==> src/rtl/mod31_residue_check.sv <==
// rtl/mod31_residue_check.sv - three-stage mod-31 residue checker for ADD/SUB/MUL results
module mod31_residue_check #(
  parameter int TAG_W = 4,
  parameter int CNT_W = 8
) (
  input  logic             clk,
  input  logic             rst_n,
  input  logic             in_valid,
  output logic             in_ready,
  input  logic [1:0]       in_op,
  input  logic [31:0]      in_a,
  input  logic [31:0]      in_b,
  input  logic [63:0]      in_res,
  input  logic             in_cout,
  input  logic [TAG_W-1:0] in_tag,
  output logic             out_valid,
  input  logic             out_ready,
  output logic             out_err,
  output logic [TAG_W-1:0] out_tag,
  output logic             err_sticky,
  output logic [CNT_W-1:0] err_count,
  input  logic             err_clr
);

  localparam logic [1:0] OP_SUB = 2'd1;
  localparam logic [1:0] OP_MUL = 2'd2;
  localparam logic [1:0] OP_NOP = 2'd3;

  // End-around-carry fold; three passes bring any 10-bit sum into 0..31.
  function automatic logic [4:0] fold31(input logic [9:0] s);
    logic [9:0] t;
    t = s;
    for (int i = 0; i < 3; i++) t = {5'd0, t[9:5]} + {5'd0, t[4:0]};
    return t[4:0];
  endfunction

  // Every 5-bit chunk weighs 1 mod 31, so 32-bit values reuse this zero-extended.
  function automatic logic [4:0] res31(input logic [63:0] x);
    logic [64:0] xp;
    logic [9:0]  s;
    xp = {1'b0, x};
    s  = '0;
    for (int i = 0; i < 13; i++) s = s + {5'd0, xp[5*i +: 5]};
    return fold31(s);
  endfunction

  function automatic logic [4:0] mul31(input logic [4:0] a, input logic [4:0] b);
    logic [9:0] aa;
    logic [9:0] s;
    aa = {a, a};
    s  = '0;
    for (int i = 0; i < 5; i++) if (b[i]) s = s + {5'd0, aa[(5-i) +: 5]};
    return fold31(s);
  endfunction

  function automatic logic is_zero(input logic [4:0] x);
    return (x == 5'd0) || (x == 5'd31);
  endfunction

  logic             v1, v2;
  logic             ready1, ready2, ready3;
  logic [4:0]       ra1, rb1, rr1;
  logic             cin1, cout1;
  logic [1:0]       op1, op2;
  logic [TAG_W-1:0] tag1, tag2;
  logic [4:0]       pred2, act2;
  logic [31:0]      b_sel;
  logic [4:0]       ra_d, rb_d, rr_d, pred_d, act_d;
  logic             err_d, fire;

  assign ready3   = !out_valid || out_ready;
  assign ready2   = !v2 || ready3;
  assign ready1   = !v1 || ready2;
  assign in_ready = ready1;

  always_comb begin
    b_sel = (in_op == OP_SUB) ? ~in_b : in_b;
    ra_d  = res31({32'd0, in_a});
    rb_d  = res31({32'd0, b_sel});
    rr_d  = (in_op == OP_MUL) ? res31(in_res) : res31({32'd0, in_res[31:0]});
  end

  always_ff @(posedge clk or negedge rst_n) begin
    if (!rst_n) begin
      v1    <= 1'b0;
      ra1   <= '0;
      rb1   <= '0;
      rr1   <= '0;
      cin1  <= 1'b0;
      cout1 <= 1'b0;
      op1   <= '0;
      tag1  <= '0;
    end else if (ready1) begin
      v1 <= in_valid;
      if (in_valid) begin
        ra1   <= ra_d;
        rb1   <= rb_d;
        rr1   <= rr_d;
        cin1  <= (in_op == OP_SUB);
        cout1 <= in_cout;
        op1   <= in_op;
        tag1  <= in_tag;
      end
    end
  end

  // 2^32 = 4 mod 31, so the carry-out adds 4 to the low-word residue.
  always_comb begin
    pred_d = (op1 == OP_MUL) ? mul31(ra1, rb1)
                             : fold31({5'd0, ra1} + {5'd0, rb1} + {9'd0, cin1});
    act_d  = (op1 == OP_MUL) ? rr1 : fold31({5'd0, rr1} + (cout1 ? 10'd4 : 10'd0));
  end

  always_ff @(posedge clk or negedge rst_n) begin
    if (!rst_n) begin
      v2    <= 1'b0;
      pred2 <= '0;
      act2  <= '0;
      op2   <= '0;
      tag2  <= '0;
    end else if (ready2) begin
      v2 <= v1;
      if (v1) begin
        pred2 <= pred_d;
        act2  <= act_d;
        op2   <= op1;
        tag2  <= tag1;
      end
    end
  end

  always_comb begin
    err_d = (op2 != OP_NOP) &&
            !((pred2 == act2) || (is_zero(pred2) && is_zero(act2)));
  end

  always_ff @(posedge clk or negedge rst_n) begin
    if (!rst_n) begin
      out_valid <= 1'b0;
      out_err   <= 1'b0;
      out_tag   <= '0;
    end else if (ready3) begin
      out_valid <= v2;
      if (v2) begin
        out_err <= err_d;
        out_tag <= tag2;
      end
    end
  end

  assign fire = out_valid && out_ready && out_err;

  // A clear that coincides with a delivered error keeps that error.
  always_ff @(posedge clk or negedge rst_n) begin
    if (!rst_n) begin
      err_sticky <= 1'b0;
      err_count  <= '0;
    end else if (err_clr) begin
      err_sticky <= fire;
      err_count  <= fire ? CNT_W'(1) : '0;
    end else if (fire) begin
      err_sticky <= 1'b1;
      if (err_count != '1) err_count <= err_count + CNT_W'(1);
    end
  end

endmodule
==> config.mk <==
export PLATFORM = sky130hd
export DESIGN_NAME = mod31_residue_check
export DESIGN_NICKNAME = d
export VERILOG_FILES = /design/src/rtl/mod31_residue_check.sv
export SDC_FILE = /design/constraint.sdc
export NUM_CORES = 1
export LEC_CHECK = 0
export BUFFER_PORTS_ARGS = -buffer_cell sky130_fd_sc_hd__buf_2
export CAP_MARGIN = 20
export CORE_UTILIZATION = 65
export CTS_BUF_LIST = sky130_fd_sc_hd__clkbuf_4 sky130_fd_sc_hd__clkbuf_8
export DETAILED_ROUTE_END_ITERATION = 8
export PLACE_DENSITY = 0.9
export SLEW_MARGIN = 15
export SYNTH_ARGS = -nofsm -noshare
export SYNTH_HDL_FRONTEND = slang
export SYNTH_SLANG_ARGS = --single-unit
==> constraint.sdc <==
create_clock -name clk -period 21.8 [get_ports clk]
set_clock_uncertainty 0.2 [all_clocks]
set_input_delay 4.36 -clock clk [delete_from_list [all_inputs] [get_ports clk]]
set_output_delay 4.36 -clock clk [all_outputs]
set_load 0.05 [all_outputs]
* Yosys cells after proc, flatten, opt, wreduce, memory -nomap -nowiden
Cells that the tools add are included.
** Cells by class
- $add $sub $neg :: 54
- Equal/unequal tests :: 8
- Multiply operators :: 0
- Shifts and indexed selects :: 0
- Bitwise logic cells :: 1
- Div/mod/pow operators :: 0
- Order comparisons :: 0
- Muxes and demuxes :: 16
- Reduce and logical (&&, ||, !) cells :: 22
** Operators by type and width (number)
- adder 10 x 5 -> 10 bit :: 10
- adder 5 x 5 -> 6 bit :: 9
- adder 1 x 5 -> 6 bit :: 8
- 2-to-1 mux 10 bit :: 4
- adder 1 x 5 -> 5 bit :: 7
- 2-to-1 mux 32 bit :: 1
- NOT 32 bit :: 1
- adder 10 x 2 -> 10 bit :: 3
- adder 9 x 5 -> 10 bit :: 3
- adder 8 x 5 -> 9 bit :: 3
- adder 7 x 5 -> 8 bit :: 3
- 2-to-1 mux 8 bit :: 3
- adder 6 x 5 -> 7 bit :: 3
- 2-to-1 mux 5 bit :: 4
- adder 10 x 4 -> 10 bit :: 1
- == test 5 bit (second input constant) :: 2
- logical NOT 5 bit :: 2
- adder 8 x 1 -> 8 bit (second input constant) :: 1
- inequality test 8 bit (second input constant) :: 1
- AND reduction 2 bit :: 4
- adder 6 x 1 -> 7 bit :: 1
- adder 2 x 5 -> 6 bit :: 1
- adder 5 x 3 -> 6 bit :: 1
- logical OR 1 bit :: 6
- 9 further kinds :: 19
** Storage, ports and cells
- Word-level logic and storage cells :: 119
- Memories :: 0
- Register bits after elaboration :: 56
- Bits in latches :: 0
- RAM bits :: 0
- Bits of input ports :: 140
- Output and inout port bits :: 16
- ROM bits :: 0

* Depth between registers and ports, before layout
- Depth after elaboration :: 16
- Depth in mapped cells :: 42
- Mapped depth without buffers :: 42

* Worst setup path before layout
Ideal clock, no wire load.
- Path kind :: input to register
- Start point :: input port in_res[2]
- End point :: register rr1[4]
- Arrival time :: 11.885 ns
- Path slack :: 9.632 ns
- Stages :: 36
- Library setup time :: 0.083 ns
- Buffers on the path :: 0
- Cell sequence :: inv_1 -> fa_1 -> inv_1 -> fa_1 -> inv_1 -> fa_1 -> inv_1 -> ha_1 -> fa_1 -> inv_1 -> fa_1 -> fa_1 -> fa_1 -> inv_1 -> fa_1 -> a21oi_1 -> nor2_1 -> nor2_1 -> xnor2_1 -> ha_1 -> a21o_1 -> a21oi_1 -> nor2b_1 -> o21ai_0 -> nand2b_1 -> ha_1 -> nor2b_1 -> and4_1 -> ha_1 -> ha_1 -> o21ai_0 -> o21ai_0 -> mux2i_1 -> xnor2_1 -> mux2i_1 -> o21ai_0
** Between the ends
- Longest elaborated chain between the ends :: 16
- Elaborated cells on any way between the ends :: 20
- Classes of those cells :: 19 x add/sub; 1 x mux
** RTL lines
- from (decl) :: line 13 : input logic [63:0] in_res,
- adder 5 x 5 -> 6 bit * :: line 43 : for (int i = 0; i < 13; i++) s = s + {5'd0, xp[5*i +: 5]};
- adder 6 x 5 -> 7 bit * :: line 43
- adder 7 x 5 -> 8 bit * :: line 43
- adder 8 x 5 -> 9 bit * :: line 43
- adder 9 x 5 -> 10 bit * :: line 43
- adder 10 x 5 -> 10 bit (6 in a row) :: line 43
- adder 10 x 4 -> 10 bit :: line 43
- adder 5 x 5 -> 6 bit :: line 33 : for (int i = 0; i < 3; i++) t = {5'd0, t[9:5]} + {5'd0, t[4:0]};
- adder 1 x 5 -> 6 bit :: line 33
- adder 1 x 5 -> 5 bit :: line 33
- 2-to-1 mux 5 bit * :: line 80 : rr_d = (in_op == OP_MUL) ? res31(in_res) : res31({32'd0, in_res[31:0]});
- to (signal assigned) :: line 98 : rr1 <= rr_d;
- to (decl) :: line 62 : logic [4:0] ra1, rb1, rr1;
Every way passes the cells marked *; elsewhere a longest branch is shown, timed or not.
A chain may end at the register's enable or synchronous reset.

* Worst setup path in the final report
Same ends and word-level chain as after synthesis.

==> results.py <==
metrics = {
    "logic_synthesis": {
        "ys_ff_latch": 56,
        "yosys.area.top_type": "fa_1",
        "syn_area_um2": 9299,
        "yosysWarningCount": 0,
        "syn_area_per_cell_um2": 9.225,
        "synth_edf_count": 0,
        "synth_top_area_share_pct": 20.24,
        "postSynthCellCount": 1008,
        "async_flop_share_pct": 100.0,
        "yosysUniqueCellTypes": 53,
        "synth_flop_cell": "dfrtp_1",
        "synth_area_leaders": "fa_1, ha_1, dfrtp_1",
        "ys_seq_area_share_pct": 15.07,
    },
    "critical_path": {
        "slowest_stage": "fa_1",
        "crit_path_end_kind": "flop",
        "path_max_fanout": 4,
        "critPathMaxStageDelay_ns": 0.56,
        "worstPathRequired_ns": 21.84,
        "cpMostUsedCell": "fa_1",
        "crit_arrival_ns": 12.46,
        "startpoint_type": "input pin",
        "crit_type": "input pin to flop",
    },
    "global_routing": {
        "grt_pass1_wl_mm": 32.76,
        "grt-ovfl-total": 0,
        "grt.met2_usage_pct": 52.95,
        "antenna_found_initial": 0,
        "grt_pass1_vias": 7758,
        "grt_util_met1_pct": 30.73,
        "grt_use_total_pct": 27.44,
        "grt_max_degree": 57,
        "met3_usage_pct": 2.809,
        "busiest_layer": "met2",
    },
    "floorplanning": {
        "coreArea_um2": 13930,
        "die_h_um": 121.6,
        "floorplan.rows": 43,
        "die_w_um": 121.6,
        "pin_count": 156,
        "die-area_um2": 14790,
        "initial_core_util_pct": 66.73,
    },
    "routing": {
        "routed_via_density": 5.563,
        "wl_per_cell_um": 14.42,
        "drcViolationCount": 0,
        "drt_wl_total_mm": 19.30,
        "drt_iter0_drc": 253,
        "drt-pass1-iter-count": 4,
        "antenna_left": 0,
        "via_count": 7449,
    },
    "sta": {
        "finalMaxSlewViolations": 0,
        "max_freq_mhz": 80.54,
        "min_period_ns": 12.42,
        "tightest_slew_ns": 0.8321,
        "maxSlewHeadroom_pct": 44.39,
        "rsz0062_at_grt": "no",
        "setup_tns_ns": 0,
        "hold_violations": 0,
        "fin_crit_sh_pct": 56.95,
        "setup_viol": 0,
    },
    "final_layout": {
        "most-common-layout-cells": "buf_2, inv_1, ha_1",
        "finish.utilization_pct": 74.29,
        "finalNetCount": 1514,
        "layout_commonest_cell": "buf_2",
        "syn_to_final_growth_pct": 11.33,
        "finalInstanceArea_um2": 10350,
        "layout-drive-gt1-share_pct": 17.60,
        "antenna-diode-count": 0,
        "finalNonFillerCells": 1339,
    },
    "clock_network": {
        "h-tree-depth": 2,
        "cts_buffers": 5,
        "cts_sinks": 56,
        "post-cts-setup-buffers": 0,
        "cts-root-buf": "clkbuf_8",
        "clk_latency_ns": 0.32,
        "clockBufferDepth": 2,
        "cts_tree": "done",
        "cts_repair_resize_count": 0,
        "ctsHoldBuffers": 0,
        "path_clk_slew_ns": 0.11,
    },
    "placed_design": {
        "finalWeightedCongestion": 0.8850,
        "port_buffers": 155,
        "dp_hpwl_mm": 16.55,
        "placed_area_um2": 10250,
        "place_inst": 1331,
    },
    "run_status": {
        "status": "finished clean",
    },
    "run": {
        "maxCapViolations": 0,
    },
    "hold_path": {
        "min_path_type": "flop to flop",
    },
}
[kinds of logic after synthesis]
group | after synthesis | synth area share [%]
muxes | 47 | 5.517
adders and majority gates | 216 | 36.65
other | 1 | 0.04033
and+or+nand+nor | 236 | 13.33
xor gates and xnor gates | 129 | 12.15
buffers and inverters | 162 | 6.701
AOI/OAI and AO/OA | 161 | 10.54
DFF | 56 | 15.07
[state kept, by name, summed over array words and instances (netlist names), 2 cells and up]
register and count:
out_tag 4, rr1 5, pred2 5, op1 2, op2 2, tag2 4
act2 5, err_count 8, ra1 5, tag1 4, rb1 5
[layout make-up]
cell class / instances / area [µm²]
tap: 180 / 225.2
multi-input combinational: 791 / 7278
sequential: 56 / 1401
fill: 938 / 3582
clock buffer: 5 / 68.82
clock inverter: 3 / 28.78
inverter: 145 / 544.3
timing repair buffer: 159 / 805.8
[worst max-delay path, delay by kind of cell]
kind / cells / cell delay, ns
buffers and inverters: 7 / 0.41
XOR/XNOR: 2 / 0.32
multiplexers: 2 / 0.26
adder cells (fa/ha/maj): 13 / 5.28
AND/OR/NAND/NOR: 6 / 0.74
AO/OA/AOI/OAI: 7 / 1.08
[worst paths after layout]
kind / startpoint / to / slack, ns / depth (start not counted)
max: in_res[2] / rr1[4] / 9.38 / 37
min: tag1[0] / tag1[0] / 0.31 / 1
max reg2reg: ra1[0] / pred2[4] / 13.07 / 42
min reg2reg: tag1[0] / tag1[0] / 0.31 / 1
max in group asynchronous: rst_n / ra1[4] / 16.98 / 2
min in group asynchronous: rst_n / err_count[6] / 3.95 / 2
[routing by layer]
layer | vias to the layer above | wire, µm
met5 | - | 0
met4 | 0 | 605
met3 | 55 | 738
met2 | 197 | 10380
met1 | 3527 | 7580
li1 | 3670 | -
[synth_stat cells, types with 4 or more instances]
cell type and number:
a211oi_1 5, xnor2_1 83, nand4_1 4, mux2i_1 16, a21o_1 18, ha_1 122
and3_1 16, mux2_2 30, o21a_1 9, nor2_1 38, or3_1 9, nand3b_1 4
a21oi_1 50, nor4_1 6, nand3_1 17, o21bai_1 4, xor2_1 46, nor3b_1 7
nor2b_1 17, and2_1 4, nand2b_1 15, dfrtp_1 56, o21ai_0 49, fa_1 94
nand2_1 62, inv_1 145, clkbuf_1 13, o31ai_1 4, nor3_1 20, a31oi_1 6
[per-stage QoR]
step / hold WS, ns / setup slack, ns
finish: 0.3108 / 9.384
global route: 0.3216 / 8.883
CTS: 0.3096 / 9.334
detailed placement: 0.2899 / 9.004
global placement: 0.2865 / 9.311
floorplan: 0.2695 / 9.632
Power is not shown: default switching activity piles up to over one toggle a cycle in this logic, so the estimate is an artifact.
